$ cat src/rtl/alu_issuer_pkg.sv
`default_nettype none
// ============================================================================
// alu_issuer_pkg : shared types, opcodes and helpers for alu_cmd_issuer
// Optional golden model is compiled in when ALU_CHECK_EN is defined.
// Revision: 1.0
// ============================================================================
package alu_issuer_pkg;

    localparam int DATA_W_DEF = 16;
    localparam int TAG_W_DEF  = 4;

    typedef enum logic [2:0] {
        ADD = 3'b000,
        SUB = 3'b001,
        AND = 3'b010,
        OR  = 3'b011,
        XOR = 3'b100
    } alu_op_e;

    typedef enum logic [0:0] {
        IDLE  = 1'b0,
        ISSUE = 1'b1
    } issuer_state_e;

    // Opcode is kept as raw bits so illegal codes travel to the ALU unchanged.
    typedef struct packed {
        logic [2:0]            op;
        logic [DATA_W_DEF-1:0] a;
        logic [DATA_W_DEF-1:0] b;
        logic [TAG_W_DEF-1:0]  tag;
    } alu_cmd_t;

    function automatic logic is_legal_op(input logic [2:0] op);
        return (op <= 3'b100);
    endfunction

`ifdef ALU_CHECK_EN
    function automatic logic [DATA_W_DEF-1:0] alu_golden(
        input logic [2:0]            op,
        input logic [DATA_W_DEF-1:0] a,
        input logic [DATA_W_DEF-1:0] b
    );
        case (alu_op_e'(op))
            ADD:     return a + b;
            SUB:     return a - b;
            AND:     return a & b;
            OR:      return a | b;
            XOR:     return a ^ b;
            default: return '0;
        endcase
    endfunction
`endif

endpackage
`default_nettype wire

$ cat src/rtl/alu_cmd_issuer_fifo.sv
`default_nettype none
// ============================================================================
// sync_fifo : single-clock FIFO, power-of-two DEPTH, registered count
// Revision: 1.0
// ============================================================================
module sync_fifo #(
    parameter int WIDTH = 8,
    parameter int DEPTH = 4
) (
    input  logic                       clk,
    input  logic                       rst_n,
    input  logic                       push,
    input  logic [WIDTH-1:0]           wdata,
    input  logic                       pop,
    output logic [WIDTH-1:0]           rdata,
    output logic                       full,
    output logic                       empty,
    output logic [$clog2(DEPTH):0]     count
);

    localparam int AW    = $clog2(DEPTH);
    localparam int CNT_W = AW + 1;

    logic [WIDTH-1:0] mem_q [DEPTH];
    logic [AW-1:0]    wr_ptr_q, wr_ptr_d;
    logic [AW-1:0]    rd_ptr_q, rd_ptr_d;
    logic [CNT_W-1:0] count_q, count_d;
    logic             do_push, do_pop;

    // Flags depend on the registered count only, so a same-cycle pop never frees a slot.
    assign full    = (count_q == CNT_W'(DEPTH));
    assign empty   = (count_q == '0);
    assign count   = count_q;
    assign rdata   = mem_q[rd_ptr_q];
    assign do_push = push && !full;
    assign do_pop  = pop && !empty;

    always_comb begin
        wr_ptr_d = wr_ptr_q;
        rd_ptr_d = rd_ptr_q;
        count_d  = count_q;
        if (do_push) wr_ptr_d = wr_ptr_q + 1'b1;
        if (do_pop)  rd_ptr_d = rd_ptr_q + 1'b1;
        case ({do_push, do_pop})
            2'b10:   count_d = count_q + 1'b1;
            2'b01:   count_d = count_q - 1'b1;
            default: count_d = count_q;
        endcase
    end

    always_ff @(posedge clk or negedge rst_n) begin
        if (!rst_n) begin
            wr_ptr_q <= '0;
            rd_ptr_q <= '0;
            count_q  <= '0;
        end else begin
            wr_ptr_q <= wr_ptr_d;
            rd_ptr_q <= rd_ptr_d;
            count_q  <= count_d;
        end
    end

    always_ff @(posedge clk) begin
        if (do_push) mem_q[wr_ptr_q] <= wdata;
    end

endmodule
`default_nettype wire

$ cat src/rtl/alu_cmd_issuer.sv
`default_nettype none
// ============================================================================
// alu_cmd_issuer : queues ALU commands, drives registered operands, returns
// tagged results. Define ALU_CHECK_EN to enable the sticky golden-model check.
// Revision: 1.0
// ============================================================================
module alu_cmd_issuer
    import alu_issuer_pkg::*;
#(
    parameter int DATA_W = DATA_W_DEF,
    parameter int DEPTH  = 4,
    parameter int TAG_W  = TAG_W_DEF
) (
    input  logic              clk,
    input  logic              rst_n,
    input  logic              cmd_valid,
    output logic              cmd_ready,
    input  logic [2:0]        cmd_op,
    input  logic [DATA_W-1:0] cmd_a,
    input  logic [DATA_W-1:0] cmd_b,
    input  logic [TAG_W-1:0]  cmd_tag,
    output logic [DATA_W-1:0] alu_a,
    output logic [DATA_W-1:0] alu_b,
    output logic [2:0]        alu_fsel,
    input  logic [DATA_W-1:0] alu_out,
    output logic              rsp_valid,
    input  logic              rsp_ready,
    output logic [DATA_W-1:0] rsp_data,
    output logic [TAG_W-1:0]  rsp_tag,
    output logic              rsp_zero,
    output logic              rsp_illegal,
    output logic              busy,
    output logic              err_mismatch
);

    localparam int CMD_W = $bits(alu_cmd_t);
    localparam int CNT_W = $clog2(DEPTH) + 1;

    alu_cmd_t          cmd_in;
    alu_cmd_t          fifo_head;
    logic              fifo_push, fifo_pop, fifo_full, fifo_empty;
    logic [CNT_W-1:0]  fifo_count;

    issuer_state_e     state_q, state_d;
    logic              capture;
    logic              slot_free;

    logic [DATA_W-1:0] alu_a_q, alu_a_d;
    logic [DATA_W-1:0] alu_b_q, alu_b_d;
    logic [2:0]        alu_fsel_q, alu_fsel_d;
    logic [TAG_W-1:0]  tag_q, tag_d;
    logic              illegal_q, illegal_d;
    logic              rsp_valid_q, rsp_valid_d;
    logic [DATA_W-1:0] rsp_data_q, rsp_data_d;
    logic [TAG_W-1:0]  rsp_tag_q, rsp_tag_d;
    logic              rsp_zero_q, rsp_zero_d;
    logic              rsp_illegal_q, rsp_illegal_d;

    always_comb begin
        cmd_in     = '0;
        cmd_in.op  = cmd_op;
        cmd_in.a   = DATA_W_DEF'(cmd_a);
        cmd_in.b   = DATA_W_DEF'(cmd_b);
        cmd_in.tag = TAG_W_DEF'(cmd_tag);
    end

    assign cmd_ready = !fifo_full;
    assign fifo_push = cmd_valid && !fifo_full;

    sync_fifo #(
        .WIDTH (CMD_W),
        .DEPTH (DEPTH)
    ) u_fifo (
        .clk   (clk),
        .rst_n (rst_n),
        .push  (fifo_push),
        .wdata (cmd_in),
        .pop   (fifo_pop),
        .rdata (fifo_head),
        .full  (fifo_full),
        .empty (fifo_empty),
        .count (fifo_count)
    );

    // The response register is free if empty or being drained this cycle.
    assign slot_free = !rsp_valid_q || rsp_ready;

    always_ff @(posedge clk or negedge rst_n) begin
        if (!rst_n) state_q <= IDLE;
        else        state_q <= state_d;
    end

    always_comb begin
        state_d  = state_q;
        fifo_pop = 1'b0;
        capture  = 1'b0;
        case (state_q)
            IDLE: begin
                if (!fifo_empty) begin
                    fifo_pop = 1'b1;
                    state_d  = ISSUE;
                end
            end
            ISSUE: begin
                if (slot_free) begin
                    capture = 1'b1;
                    if (!fifo_empty) fifo_pop = 1'b1;
                    else             state_d  = IDLE;
                end
            end
            default: state_d = IDLE;
        endcase
    end

    always_comb begin
        alu_a_d       = alu_a_q;
        alu_b_d       = alu_b_q;
        alu_fsel_d    = alu_fsel_q;
        tag_d         = tag_q;
        illegal_d     = illegal_q;
        rsp_valid_d   = rsp_valid_q;
        rsp_data_d    = rsp_data_q;
        rsp_tag_d     = rsp_tag_q;
        rsp_zero_d    = rsp_zero_q;
        rsp_illegal_d = rsp_illegal_q;
        if (fifo_pop) begin
            alu_a_d    = DATA_W'(fifo_head.a);
            alu_b_d    = DATA_W'(fifo_head.b);
            alu_fsel_d = fifo_head.op;
            tag_d      = TAG_W'(fifo_head.tag);
            illegal_d  = !is_legal_op(fifo_head.op);
        end
        if (capture) begin
            rsp_valid_d   = 1'b1;
            rsp_data_d    = alu_out;
            rsp_tag_d     = tag_q;
            rsp_zero_d    = (alu_out == '0);
            rsp_illegal_d = illegal_q;
        end else if (rsp_ready) begin
            rsp_valid_d   = 1'b0;
        end
    end

    always_ff @(posedge clk or negedge rst_n) begin
        if (!rst_n) begin
            alu_a_q       <= '0;
            alu_b_q       <= '0;
            alu_fsel_q    <= '0;
            tag_q         <= '0;
            illegal_q     <= 1'b0;
            rsp_valid_q   <= 1'b0;
            rsp_data_q    <= '0;
            rsp_tag_q     <= '0;
            rsp_zero_q    <= 1'b0;
            rsp_illegal_q <= 1'b0;
        end else begin
            alu_a_q       <= alu_a_d;
            alu_b_q       <= alu_b_d;
            alu_fsel_q    <= alu_fsel_d;
            tag_q         <= tag_d;
            illegal_q     <= illegal_d;
            rsp_valid_q   <= rsp_valid_d;
            rsp_data_q    <= rsp_data_d;
            rsp_tag_q     <= rsp_tag_d;
            rsp_zero_q    <= rsp_zero_d;
            rsp_illegal_q <= rsp_illegal_d;
        end
    end

`ifdef ALU_CHECK_EN
    logic              err_q, err_d;
    logic [DATA_W-1:0] golden;

    assign golden = DATA_W'(alu_golden(alu_fsel_q, DATA_W_DEF'(alu_a_q), DATA_W_DEF'(alu_b_q)));

    always_comb begin
        err_d = err_q;
        if (capture && (alu_out != golden)) err_d = 1'b1;
    end

    always_ff @(posedge clk or negedge rst_n) begin
        if (!rst_n) err_q <= 1'b0;
        else        err_q <= err_d;
    end

    assign err_mismatch = err_q;
`else
    assign err_mismatch = 1'b0;
`endif

    assign alu_a       = alu_a_q;
    assign alu_b       = alu_b_q;
    assign alu_fsel    = alu_fsel_q;
    assign rsp_valid   = rsp_valid_q;
    assign rsp_data    = rsp_data_q;
    assign rsp_tag     = rsp_tag_q;
    assign rsp_zero    = rsp_zero_q;
    assign rsp_illegal = rsp_illegal_q;
    assign busy        = (fifo_count != '0) || (state_q == ISSUE) || rsp_valid_q;

endmodule
`default_nettype wire

$ cat config.mk
export PLATFORM = sky130hd
export DESIGN_NAME = alu_cmd_issuer
export DESIGN_NICKNAME = d
export VERILOG_FILES = /design/src/rtl/alu_issuer_pkg.sv /design/src/rtl/alu_cmd_issuer_fifo.sv /design/src/rtl/alu_cmd_issuer.sv
export SDC_FILE = /design/constraint.sdc
export NUM_CORES = 1
export LEC_CHECK = 0
export BUFFER_PORTS_ARGS = -buffer_cell sky130_fd_sc_hd__clkbuf_2
export CAP_MARGIN = 40
export CORE_AREA = 3 3 124 126
export CTS_CLUSTER_DIAMETER = 80
export CTS_CLUSTER_SIZE = 8
export DETAILED_ROUTE_END_ITERATION = 10
export DIE_AREA = 0 0 127 129
export PLACE_DENSITY_LB_ADDON = 0.1
export REMOVE_ABC_BUFFERS = 1
export SKIP_CTS_REPAIR_TIMING = 1
export SYNTH_ARGS = -nofsm -noshare
export SYNTH_HDL_FRONTEND = slang
export SYNTH_SLANG_ARGS = --single-unit
$ cat constraint.sdc
create_clock -name clk -period 4.43 [get_ports clk]
set_input_delay 0.6645 -clock clk [delete_from_list [all_inputs] [get_ports clk]]
set_output_delay 0.6645 -clock clk [all_outputs]
set_load 0.01 [all_outputs]
==> impl_metrics.tcl <==
set metrics [dict create \
    via_count 4130 \
    holdWs_ns 0.0680 \
    drcViolationCount 0 \
    ys_seq_area_frac 0.760 \
    wl_mm 14.5 \
    synth_simple_gate_area_frac 0.0165 \
    dp_slack_ns 2.24 \
    p_comb_frac 0.256 \
    cp_num_buf_inv 1 \
    syn_area_per_cell_sq_um 21.8 \
    core_sq_um 14400 \
    synth_enable_flop_cells 156 \
    layout_commonest_cell "edfxtp_1" \
    cts.path.max_buffers 3 \
    fillers 906 \
    cp-start-kind "flip-flop" \
    worst_slack_ns 1.97 \
    hold_class "input pin to asynchronous set/reset pin" \
    cpPeakStageDelay_ns 0.44 \
    cts_tree "done" \
    path_cells "or3_1 > or3_1 > clkbuf_2" \
    min_period_ns 2.46 \
    die_w_microns 127 \
    fin_area_sq_um 10300 \
    die_area_sq_um 16400 \
    pwr_density_cell_nw_per_um2 712 \
    arrival_ns 1.80 \
    rsz0062_at_grt "no" \
    yosysUniqueCellTypes 30 \
    endpoint_kind "primary output" \
    p_int_uw 5380 \
    timing.rr.start "u_fifo.count[0]$_DFFE_PN0P_" \
    antenna_found_initial 0 \
    syn_to_final_growth_pct 21.7 \
    timing.final.crit_share 0.555 \
    synthAdderAreaFrac 0.00971 \
    p_switching_uw 1980 \
    status "complete, no violations" \
    ys_warn_count 0 \
    switching_share 0.269 \
    fmax_mhz 406 \
    antennaDiodeCount 0 \
    slew_viol_final 0 \
    synth_top_family_by_area "multiplexers" \
    finalNetCount 602 \
    async_reset_ff_frac 0.313 \
    synthFlopType "edfxtp_1" \
    port_buffers 118 \
    max-slew-margin-rel 0.579 \
    clock_latency_ns 0.48 \
    required_ns 3.77 \
    gp_congestion 0.763 \
    p_clk_frac 0.310 \
    placed_area_sq_um 9370 \
    htreeDepth 2 \
    vdd_ir_drop_max_uv 366 \
    syn-cell-area_sq_um 8510 \
    dr.pass1.iters 5 \
    synth_xor_area_frac 0.00618 \
    final_hold_viol_count 0 \
    grt_overflow 0 \
    gr-usage-all-layers 0.185 \
    critPathKind "flip-flop to primary output" \
    root_buffer "clkbuf_16" \
    num_rows 44 \
    synth_compound_area_frac 0.00221 \
    pwr-share-seq 0.434 \
    path_max_fanout 5 \
    cp_slowest_cell "or3_1" \
    fin_skew_ns 0.0107 \
    die_y_microns 129 \
    final_cell_mix "156 x edfxtp_1, 117 x clkbuf_2, 69 x dfrtp_1" \
    ios 120 \
    layout-drive-gt1-share 0.484 \
    dp_hpwl_mm 8.77 \
    cpLargestDelayFamily "simple AND/OR/NAND/NOR gates" \
    numCtsBuffers 34 \
    cap_violations 0 \
    grt_pass1_wl_mm 23.2 \
    synthCells 390 \
    placed_cells 685 \
    ys_seq_elements 227 \
    detailedRoute.firstIterationViolations 216 \
    cts_sinks 227 \
    first_global_vias 4444 \
    grt_max_degree 56 \
    crit_start "u_fifo.count[0]$_DFFE_PN0P_" \
    fin_tns_setup_ns 0 \
    initial_utilization 0.590 \
    path_clk_slew_ns 0.05 \
    vias_per_cell 5.54 \
    final_cells 746 \
    cp_common_cell "or3_1" \
    worst_pin_slew_ns 0.631 \
    wl_per_cell_microns 19.5 \
    power.leakage_uw 0.00395 \
    setup_viol 0 \
    drt.antenna.violating_nets 0 \
    synthMuxAreaShare 0.185 \
]
-- layer usage --
metal  share of wire  up-vias  track usage
li1                -     1844            -
met2            0.51      124        0.316
met5               0        -            0
met1            0.41     2147        0.234
met4           0.012        0       0.0492
met3           0.068       15       0.0577
-- registers in the layout (all words and copies together) (netlist names) --
signal / count
u_fifo.mem_q: 156
alu_a: 16
alu_b: 16
rsp_data: 16
rsp_tag: 4
tag_q: 4
alu_fsel: 3
u_fifo.count: 3
u_fifo.rd_ptr_q: 2
u_fifo.wr_ptr_q: 2
illegal_q: 1
rsp_illegal: 1
rsp_valid: 1
rsp_zero: 1
state_q: 1
-- layout make-up --
cell class	count	area, sq um	share of cell area
Clock buffer	59	966	0.0933
Sequential cell	227	6470	0.625
Clock inverter	2	16.3	0.00157
Tap cell	184	230	0.0222
Inverter	8	30.0	0.00290
Timing Repair Buffer	127	763	0.0738
Multi-Input combinational cell	139	1880	0.181
-- worst paths after layout --
kind / end / slack [ns] / cells after the start
min in group clk: u_fifo.mem_q[1][26]$_DFFE_PP_ / 0.40 / 1
setup reg to reg: u_fifo.count[2]$_DFFE_PN0P_ / 2.25 / 9
max in group asynchronous: u_fifo.rd_ptr_q[0]$_DFFE_PN0P_ / 3.74 / 2
hold reg to reg: u_fifo.count[2]$_DFFE_PN0P_ / 0.49 / 1
setup / recovery: busy / 1.97 / 3
hold / removal: alu_a[0]$_DFFE_PN0N_ / 0.07 / 1
-- cell usage after synthesis (2+ instances only) --
cell type    n  area, sq um
mux2i_1      2         20.0
xnor2_1      4         35.0
inv_1        8         30.0
nand3_1      2         10.0
edfxtp_1   156         4680
nor2_1       2         7.51
buf_6        8         90.1
ha_1         5         62.6
nand2b_1     3         18.8
mux2_2      60          676
or3_1        2         12.5
nor4_1       4         25.0
clkbuf_1     3         11.3
and3_1       4         25.0
dfrtp_1     71         1780
xor2_1       2         17.5
mux4_2      39          878
buf_2        3         15.0
-- power groups by stage --
stage | clock network [uW] | registers (uW) | logic [uW]
floorplan | 0 | 3350 | 1090
global placement | 0 | 3340 | 1680
detailed placement | 0 | 3240 | 1930
CTS | 2340 | 3210 | 1940
global route | 2450 | 3260 | 2060
finish | 2290 | 3200 | 1890
-- through the flow --
step / power (uW) / util
floorplan: 4440 / -
finish: 7370 / 0.717
CTS: 7490 / 0.717
global route: 7770 / 0.717
global placement: 5010 / 0.638
detailed placement: 5170 / 0.649
-- kinds of logic (layout without fill, tap and decap cells) --
family / Yosys count / in the layout
AOI/OAI and AO/OA: 2 / 2
xor gates and xnor gates: 6 / 6
adders and majority gates: 6 / 6
buffers and inverters: 24 / 196
DFF: 227 / 227
muxes: 101 / 101
other: 1 / 1
and+or+nand+nor: 23 / 23
Power figures use the tool's default switching activity.
